--- config.mk ---
export PLATFORM = sky130hd
export DESIGN_NAME = aes_scan_sequencer
export DESIGN_NICKNAME = d
export VERILOG_FILES = /design/src/rtl/aes_scan_sequencer.sv
export SDC_FILE = /design/constraint.sdc
export NUM_CORES = 1
export LEC_CHECK = 0
export BUFFER_PORTS_ARGS = -buffer_cell sky130_fd_sc_hd__buf_4
export CORE_AREA = 2 2 371 189
export CTS_CLUSTER_DIAMETER = 150
export DETAILED_ROUTE_END_ITERATION = 16
export DIE_AREA = 0 0 373 191
export GPL_TIMING_DRIVEN = 0
export PLACE_DENSITY = 0.67
export SETUP_SLACK_MARGIN = 0.5
export SYNTH_ARGS = -nofsm -noshare
export SYNTH_HDL_FRONTEND = slang
export SYNTH_SLANG_ARGS = --single-unit
--- constraint.sdc ---
create_clock -name CLK -period 61.4 [get_ports CLK]
set_input_delay 3.07 -clock CLK [delete_from_list [all_inputs] [get_ports CLK]]
set_output_delay 3.07 -clock CLK [all_outputs]
set_load 0.03 [all_outputs]
--- src/rtl/aes_scan_sequencer.sv ---
// aes_scan_sequencer
// Runs one AES encryption on the external AES test ASIC through its scan
// interface: core reset, serial load of key and plaintext, Krdy/Drdy
// handshakes, BSY tracking, serial readback of the ciphertext and a compare
// against a reference value that drives the pass/fail LEDs.
//
// Ports
//   CLK, reset        system clock, synchronous active-high reset
//   start             level input, rising edge starts one run
//   key_in, pt_in     128-bit key / plaintext, latched at run start
//   expected          128-bit reference ciphertext, latched at run start
//   SO, BSY           scan-out and busy from the ASIC
//   RSTn, EN          ASIC reset (active-low) and enable
//   SU, SE, SI, SCLK  scan update, scan enable, scan-in, scan clock
//   Krdy, Drdy        key-ready / data-ready strobes
//   ct_out            captured ciphertext
//   done, pass, fail  run finished (sticky), compare result
//   timeout           a BSY wait ran out of SCLK periods
//
// Optional build macro AES_SEQ_CHAIN_EN: adds input expected_next[127:0].
// While start stays high after a passing run, a new run starts 16 CLK cycles
// into DONE with plaintext = previous ct_out and reference = expected_next.

module aes_scan_sequencer #(
  parameter int SCLK_DIV    = 4,
  parameter int RST_CYCLES  = 16,
  parameter int BSY_TIMEOUT = 4096
) (
  input  logic         CLK,
  input  logic         reset,
  input  logic         start,
  input  logic [127:0] key_in,
  input  logic [127:0] pt_in,
  input  logic [127:0] expected,
`ifdef AES_SEQ_CHAIN_EN
  input  logic [127:0] expected_next,
`endif
  input  logic         SO,
  input  logic         BSY,
  output logic         RSTn,
  output logic         EN,
  output logic         SU,
  output logic         SE,
  output logic         SI,
  output logic         SCLK,
  output logic         Krdy,
  output logic         Drdy,
  output logic [127:0] ct_out,
  output logic         done,
  output logic         pass,
  output logic         fail,
  output logic         timeout
);

  localparam logic [3:0] S_IDLE      = 4'd0,
                         S_CORE_RST  = 4'd1,
                         S_SHIFT_IN  = 4'd2,
                         S_UPDATE    = 4'd3,
                         S_KEY_RDY   = 4'd4,
                         S_WAIT_KEY  = 4'd5,
                         S_DATA_RDY  = 4'd6,
                         S_WAIT_HI   = 4'd7,
                         S_WAIT_LO   = 4'd8,
                         S_CAPTURE   = 4'd9,
                         S_SHIFT_OUT = 4'd10,
                         S_COMPARE   = 4'd11,
                         S_DONE      = 4'd12;

  localparam int DIV_W  = (SCLK_DIV > 2) ? $clog2(SCLK_DIV) : 1;
  localparam int RST_W  = $clog2(RST_CYCLES + 1);
  localparam int WAIT_W = $clog2(BSY_TIMEOUT + 1);

  logic [3:0]        state;
  logic [DIV_W-1:0]  div_cnt;
  logic [RST_W-1:0]  rst_cnt;
  logic [WAIT_W-1:0] wait_cnt;
  logic [8:0]        bit_cnt;
  logic              start_d;
  logic              go;        // condition met, act on the next SCLK edge tick
  logic              bsy_seen;  // BSY observed high while Drdy was up
  logic [255:0]      sr;        // {key, pt} scan-in shift register
  logic [127:0]      ct_sr;     // scan-out accumulator
  logic [127:0]      exp_r;

  logic running, tick, rise_tick, fall_tick;
  logic start_edge, begin_run, chain_go, run_go;
  logic wait_state, bsy_ok, expire, sr_shift, ct_shift;

  assign running   = (state != S_IDLE) && (state != S_DONE);
  assign tick      = running && (div_cnt == DIV_W'(SCLK_DIV - 1));
  assign rise_tick = tick && !SCLK;
  assign fall_tick = tick && SCLK;

  assign start_edge = start && !start_d;
  assign begin_run  = start_edge && ((state == S_IDLE) || (state == S_DONE));
  assign run_go     = begin_run || chain_go;

  assign wait_state = (state == S_WAIT_KEY) || (state == S_WAIT_HI) || (state == S_WAIT_LO);

  always_comb begin
    // NOTE: default first so every path assigns bsy_ok and no latch is inferred.
    bsy_ok = 1'b0;
    case (state)
      S_WAIT_KEY, S_WAIT_LO: bsy_ok = !BSY;
      S_WAIT_HI:             bsy_ok = BSY || bsy_seen;
      default:               bsy_ok = 1'b0;
    endcase
  end

  // Last allowed BSY sample in a wait state still not satisfied.
  assign expire = wait_state && rise_tick && !go && !bsy_ok &&
                  (wait_cnt == WAIT_W'(BSY_TIMEOUT - 1));

  // The first key bit is presented on the fall tick that leaves CORE_RST.
  assign sr_shift = fall_tick && (((state == S_CORE_RST) && go) ||
                                  ((state == S_SHIFT_IN) && (bit_cnt != 9'd255)));
  assign ct_shift = rise_tick && (state == S_SHIFT_OUT) && (bit_cnt != 9'd128);

`ifdef AES_SEQ_CHAIN_EN
  logic [3:0]   chain_cnt;
  logic [127:0] key_r;
  assign chain_go = (state == S_DONE) && start && pass && !start_edge && (chain_cnt == 4'd15);

  always_ff @(posedge CLK) begin
    if (reset || (state != S_DONE) || !start || !pass || start_edge || chain_go)
      chain_cnt <= '0;
    else
      chain_cnt <= chain_cnt + 4'd1;
  end
`else
  assign chain_go = 1'b0;
`endif

  // SCLK divider; forced low on the cycle a wait expires so no runt pulse
  // reaches the ASIC on the way into DONE.
  always_ff @(posedge CLK) begin
    if (reset || !running || expire) begin
      div_cnt <= '0;
      SCLK    <= 1'b0;
    end else if (tick) begin
      div_cnt <= '0;
      SCLK    <= !SCLK;
    end else begin
      div_cnt <= div_cnt + 1'b1;
    end
  end

  // NOTE: datapath shift registers carry no reset; each run loads them before
  // any bit is used, and only control state needs a defined reset value.
  always_ff @(posedge CLK) begin
    if (begin_run) begin
      sr    <= {key_in, pt_in};
      exp_r <= expected;
`ifdef AES_SEQ_CHAIN_EN
      key_r <= key_in;
    end else if (chain_go) begin
      sr    <= {key_r, ct_out};
      exp_r <= expected_next;
`endif
    end else if (sr_shift) begin
      sr <= {sr[254:0], 1'b0};
    end
    if (ct_shift) ct_sr <= {ct_sr[126:0], SO};
  end

  always_ff @(posedge CLK) begin
    if (reset) begin
      state    <= S_IDLE;
      RSTn     <= 1'b0;
      EN       <= 1'b0;
      SU       <= 1'b0;
      SE       <= 1'b0;
      SI       <= 1'b0;
      Krdy     <= 1'b0;
      Drdy     <= 1'b0;
      ct_out   <= '0;
      done     <= 1'b0;
      pass     <= 1'b0;
      fail     <= 1'b0;
      timeout  <= 1'b0;
      start_d  <= 1'b0;
      rst_cnt  <= '0;
      wait_cnt <= '0;
      bit_cnt  <= '0;
      go       <= 1'b0;
      bsy_seen <= 1'b0;
    end else begin
      // NOTE: non-blocking throughout, so every branch reads pre-edge values.
      start_d <= start;
      if (expire) begin
        timeout <= 1'b1;
        fail    <= 1'b1;
        done    <= 1'b1;
        RSTn    <= 1'b0;
        state   <= S_DONE;
      end else begin
        case (state)
          S_IDLE, S_DONE: if (run_go) begin
            state   <= S_CORE_RST;
            RSTn    <= 1'b0;
            rst_cnt <= '0;
            go      <= 1'b0;
            done    <= 1'b0;
            pass    <= 1'b0;
            fail    <= 1'b0;
            timeout <= 1'b0;
          end
          S_CORE_RST: begin
            if (!go) begin
              if (rst_cnt == RST_W'(RST_CYCLES - 1)) begin
                RSTn <= 1'b1;
                EN   <= 1'b1;
                go   <= 1'b1;
              end else begin
                rst_cnt <= rst_cnt + 1'b1;
              end
            end else if (fall_tick) begin
              state   <= S_SHIFT_IN;
              SE      <= 1'b1;
              SI      <= sr[255];
              bit_cnt <= '0;
              go      <= 1'b0;
            end
          end
          S_SHIFT_IN: if (fall_tick) begin
            bit_cnt <= bit_cnt + 9'd1;
            if (bit_cnt == 9'd255) begin
              SE    <= 1'b0;
              SI    <= 1'b0;
              SU    <= 1'b1;
              state <= S_UPDATE;
            end else begin
              SI <= sr[255];
            end
          end
          S_UPDATE: if (fall_tick) begin
            SU    <= 1'b0;
            Krdy  <= 1'b1;
            state <= S_KEY_RDY;
          end
          S_KEY_RDY: if (fall_tick) begin
            Krdy     <= 1'b0;
            wait_cnt <= '0;
            go       <= 1'b0;
            state    <= S_WAIT_KEY;
          end
          S_WAIT_KEY, S_WAIT_LO: begin
            if (go && fall_tick) begin
              go <= 1'b0;
              if (state == S_WAIT_KEY) begin
                Drdy     <= 1'b1;
                bsy_seen <= 1'b0;
                state    <= S_DATA_RDY;
              end else begin
                SU    <= 1'b1;
                state <= S_CAPTURE;
              end
            end else if (rise_tick && !go) begin
              if (bsy_ok) go <= 1'b1;
              else        wait_cnt <= wait_cnt + 1'b1;
            end
          end
          S_DATA_RDY: begin
            // Sampled every CLK so a BSY pulse shorter than the Drdy period
            // still counts as the ASIC having gone busy.
            if (BSY) bsy_seen <= 1'b1;
            if (fall_tick) begin
              Drdy     <= 1'b0;
              wait_cnt <= '0;
              state    <= S_WAIT_HI;
            end
          end
          S_WAIT_HI: if (rise_tick) begin
            if (bsy_ok) begin
              wait_cnt <= '0;
              go       <= 1'b0;
              state    <= S_WAIT_LO;
            end else begin
              wait_cnt <= wait_cnt + 1'b1;
            end
          end
          S_CAPTURE: if (fall_tick) begin
            SU      <= 1'b0;
            SE      <= 1'b1;
            bit_cnt <= '0;
            state   <= S_SHIFT_OUT;
          end
          S_SHIFT_OUT: begin
            if (rise_tick && (bit_cnt != 9'd128)) begin
              bit_cnt <= bit_cnt + 9'd1;
            end else if (fall_tick && (bit_cnt == 9'd128)) begin
              SE     <= 1'b0;
              ct_out <= ct_sr;
              state  <= S_COMPARE;
            end
          end
          S_COMPARE: begin
            pass  <= (ct_out == exp_r);
            fail  <= (ct_out != exp_r);
            done  <= 1'b1;
            state <= S_DONE;
          end
          default: state <= S_IDLE;
        endcase
      end
    end
  end

endmodule

# After elaboration in Yosys (flattened, before gate mapping)
# Cells that the tools add are included.
[totals] input_bits=389 out_inout_bits=140 regBits=688
[classes] mux=83 reduce_logical=71 n_addsub=4 n_eq_ne=64 n_bitwise=3
[op_table] op="256-bit two-way mux" count=2
[op_table] op="128-bit == test" count=1
[op_table] op="128-bit != test" count=1
[op_table] op="13-bit two-way mux" count=6
[op_table] op="4-bit two-way mux" count=16
[op_table] op="4-bit case mux with 11 select lines" count=1
[op_table] op="3-bit != test (second input constant)" count=14
[op_table] op="2-bit != test (second input constant)" count=20
[op_table] op="13-bit case mux with 3 select lines" count=1
[op_table] op="1-bit two-way mux" count=36
[op_table] op="9-bit two-way mux" count=4
[op_table] op="9-bit case mux with 4 select lines" count=1
[op_table] op="14-bit AND reduction" count=2
[op_table] op="5-bit AND reduction" count=5
[op_table] op="7-bit AND reduction" count=3
[op_table] op="4-bit == test (second input constant)" count=5
[op_table] op="1-bit logical AND" count=19
[op_table] op="9-bit by 8-bit == test with 1-bit output (second input constant)" count=2
[op_table] op="9-bit by 8-bit != test with 1-bit output (second input constant)" count=2
[op_table] op="1-bit case mux with 2 select lines" count=9
[op_table] op="4-bit by 3-bit == test with 1-bit output (second input constant)" count=4
[op_table] op="4-bit AND reduction" count=4
[op_table] op="2-bit nonzero test" count=8
[op_table] op="5-bit two-way mux" count=3
[op_table] op="27 further kinds" count=56

# Depth between registers and ports, before layout
[depth] ltp_word=10 ltp_mapped=10

# Worst setup path after synthesis
# OpenSTA, ideal clock, no wires.
[synth_path] path_type="reg2reg" from="reg bit_cnt[0]" to="reg sr[0], enable pin" path_buffers=0 path_stages_with_launch=9 slack_ns=40.037 required_time_ns=60.153 arrival_ns=20.116 setup_ns=1.247 period_less_slack_ns=21.363 path_cell_list="dfxtp_1 -> ha_1 -> and3_1 -> and3_1 -> and3_1 -> ha_1 -> nor3_1 -> a21oi_1 -> o31ai_1"
[synth_via] elab_chain_len=5
[synth_rtl] element="start, declared" line_no="77" source="logic [8:0] bit_cnt;"
[synth_rtl] element="start signal, assigned" line_no="226" source="bit_cnt <= bit_cnt + 9'd1;"
[synth_rtl] element="start signal, assigned" line_no="290" source="bit_cnt <= bit_cnt + 9'd1;"
[synth_rtl] element="9-bit by 8-bit != test with 1-bit output" line_no="116" source="((state == S_SHIFT_IN) && (bit_cnt != 9'd255)));"
[synth_rtl] element="1-bit logical AND" line_no="116"
[synth_rtl] element="1-bit logical OR" line_no="115" source="assign sr_shift = fall_tick && (((state == S_CORE_RST) && go) ||"
[synth_rtl] element="1-bit logical AND" line_no="115"
[synth_rtl] element="2-bit nonzero test (no source line)"
[synth_rtl] element="end signal, assigned" line_no="152" source="sr <= {key_in, pt_in};"
[synth_rtl] element="end signal, assigned" line_no="161" source="sr <= {sr[254:0], 1'b0};"
[synth_rtl] element="end, declared" line_no="81" source="logic [255:0] sr;"
# No other way between the ends.
# A chain may end at the register's enable or synchronous reset.

# Worst setup path in the final report
[layout_path] from="in start" to="reg exp_r[104], enable pin"
[layout_via] elab_chain_len=2
[layout_rtl] element="start, declared" line_no="31" source="input logic start,"
[layout_rtl] element="1-bit logical AND" line_no="94" source="assign start_edge = start && !start_d;"
[layout_rtl] element="1-bit logical AND" line_no="95" source="assign begin_run = start_edge && ((state == S_IDLE) || (state == S_DONE));"
[layout_rtl] element="named net begin_run" line_no="86" source="logic start_edge, begin_run, chain_go, run_go;"
[layout_rtl] element="end signal, assigned" line_no="153" source="exp_r <= expected;"
[layout_rtl] element="end, declared" line_no="83" source="logic [127:0] exp_r;"
# The timed path passes the listed nets, and every way through them passes these cells.

==> flow_metrics.py <==
metrics = {
    "outcome": {
        "outcome": "finished, final reports clean",
    },
    "min_path": {
        "min_from": "ct_sr[3]",
        "hold_end": "ct_sr[4]",
        "hold_path_depth": 0,
        "hold_class": "reg2reg",
    },
    "layout": {
        "fillCellCount": 6045,
        "stdcell_area_sq_mm": 0.0347,
        "drive_gt1_frac": 0.220,
        "area_growth_pct": 28.8,
        "fin_nets": 3444,
    },
    "cts": {
        "numCtsBuffers": 59,
        "cts_resized": 0,
        "clkTransAtPathRegs_ps": 70,
        "cts_tree": "built",
        "cts.sinks": 688,
        "cts-htree-levels": 2,
        "clk_path_buf_depth": 3,
        "holdBufCountCts": 0,
        "clk_latency_ps": 620,
        "root_buffer": "clkbuf_16",
        "cts_setup_buffers": 0,
    },
    "sta": {
        "finClkSkew_ps": 17.8,
        "report.final.setup_viol": 0,
        "worstMarginPinSlew_ps": 1150,
        "rsz0062_at_grt": "false",
        "fin_crit_ps": 5710,
        "post-route-period-util": 0.0930,
        "timing.final.ws_setup_ps": 55690,
        "maxSlewViolCount": 0,
        "setup_tns_ps": 0,
        "slew_headroom": 0.229,
        "final_hold_viol_count": 0,
        "max_freq_mhz": 175,
    },
    "synthesis": {
        "async_reset_ff_frac": 0,
        "yosys_warnings": 0,
        "synth_edf_count": 512,
        "synth_ff_type": "edfxtp_1",
        "ys_ff_latch": 688,
        "ys_top_cells_by_count": "1051 x nand2_1, 512 x edfxtp_1, 176 x dfxtp_1",
        "synth_nets": 2818,
        "synth_most_common_cell": "nand2_1",
        "synth_top_area_frac": 0.570,
        "ys_seq_area_frac": 0.700,
        "synth.avg_cell_area_sq_um": 11.1,
        "yosysTopAreaCell": "edfxtp_1",
        "synthCells": 2422,
        "synth_cell_type_count": 59,
        "syn-cell-area_sq_mm": 0.0270,
        "synth_area_leaders": "edfxtp_1 57%, nand2_1 15%, dfxtp_1 13%",
    },
    "floorplanning": {
        "initial_utilization": 0.396,
        "row_count": 68,
        "coreArea_sq_mm": 0.0682,
        "die_w_microns": 373,
        "chipHeight_microns": 191,
        "dieArea_sq_mm": 0.0712,
        "io_pins": 529,
    },
    "route": {
        "drt_pass1_iterations": 8,
        "totalWireLength_microns": 81400,
        "drt_iter0_markers": 2027,
        "wire_per_inst_microns": 20.3,
        "via_count": 20000,
        "antenna_left": 0,
        "drc": 0,
        "viasPerCell": 4.98,
    },
    "global_routing": {
        "grt_pass1_vias": 18800,
        "grt_first_pass_wirelength_microns": 117000,
        "grt_max_degree": 38,
        "grt_use_total": 0.220,
        "antenna_found_initial": 10,
        "grt_overflow_total": 0,
    },
    "setup_path": {
        "rr_endpoint": "sr[199]",
        "cp-start-kind": "input port",
        "crit_fanout": 36,
        "rr_worst_depth": 14,
        "r2r_slack_ps": 57590,
        "r2r_start": "bit_cnt[1]",
        "crit_type": "in2reg",
        "critPathArrivalTime_ps": 6020,
        "end_kind": "register",
        "critPathRequiredTime_ps": 61710,
    },
    "placement": {
        "pre_cts_slack_ps": 54960,
        "hpwl_microns": 62800,
        "gp_congestion": 0.957,
        "portBuffers": 527,
        "dpl_cell_area_sq_mm": 0.0326,
    },
    "pwr": {
        "ir_drop_mv": 0.0180,
        "powerDensity_mw_per_mm2": 35.5,
        "total_leakage_power_uw": 0.0135,
    },
    "run": {
        "max_cap_viol_count": 0,
    },
}
==> sequential cells by signal, summed over array words and instances (netlist names), 2 cells and up <==
register  flops
sr          256
ct_out      128
wait_cnt     13
state         4
exp_r       128
div_cnt       2
rst_cnt       5
bit_cnt       9
ct_sr       128
==> worst max path at each step <==
stage | slack (ps) | endpoint | start | cells past startpoint
3_5_place_dp | 54960 | exp_r[105] | start | 7
6_report | 55690 | exp_r[104] | start | 7
5_1_grt | 55500 | exp_r[126] | start | 7
3_3_place_gp | 31350 | sr[92] | bit_cnt[0] | 8
2_1_floorplan | 40040 | sr[0] | bit_cnt[0] | 8
4_1_cts | 55660 | exp_r[105] | start | 7
==> where the power goes <==
group	switching (uW)	internal, uW
registers	21.3	597
logic	130	74.5
clock network	179	231
==> cell usage in the layout, fill, tap and decap left out, types with 8 or more instances in the layout <==
cell        Yosys  routed
nand2_1      1051    1051
xnor2_1        75      75
dfxtp_1       176     176
buf_1          10       9
buf_4           0     542
nor3_1         11      11
clkbuf_16       0      59
clkinvlp_4      0       8
nor2_1         38      38
nand3_1        12      12
o21ai_0        20      20
nor4_1         30      29
bufinv_16       0      11
edfxtp_1      512     512
inv_1          13      13
a21oi_1       165     165
clkinv_2        0       9
nand4_1        29      29
clkbuf_1      109     114
nand3b_1        9       9
xor2_1         68      68
buf_8           0      13
==> area by class of cell <==
type | count | area [sq um] | share of cell area
buffer | 123 | 480 | 0.0138
timing repair buffer | 565 | 4470 | 0.129
inverter | 14 | 52.6 | 0.00151
sequential | 688 | 18900 | 0.544
antenna | 5 | 12.5 | 0.000360
tap | 910 | 1140 | 0.0328
clock buffer | 69 | 1560 | 0.0450
multi-input combinational | 1597 | 7570 | 0.218
clock inverter | 41 | 566 | 0.0163
==> worst max-delay path: stages <==
cell,delay (ps)
buf_4,80
nor2b_1,330
nand3_1,630
inv_2,470
buf_2,780
buf_12,310
buf_12,260
==> per-stage QoR <==
step / utilization / cells / power [uW] / hold WS, ps
floorplan: - / 2422 / 773 / 407
global placement: 0.471 / 3859 / 855 / 427
detailed placement: 0.478 / 3897 / 832 / 425
CTS: 0.510 / 4007 / 1240 / 437
global route: 0.510 / 4012 / 1290 / 456
finish: 0.510 / 4012 / 1230 / 444
==> layer usage <==
metal	wire length (microns)	global-route usage	vias up
met5	40	0.00404	-
met4	1770	0.0560	6
met3	7720	0.0626	114
met2	34100	0.308	760
met1	37700	0.332	9610
li1	-	-	9488
==> kinds of logic after synthesis <==
family | after synthesis | synth area share
compound gates | 211 | 0.0423
xor+xnor | 143 | 0.0464
fa+ha+maj | 7 | 0.00325
buf+inv | 137 | 0.0197
flops | 688 | 0.700
mux | 3 | 0.00111
simple gates | 1233 | 0.187
Power figures use the tool's default switching activity.
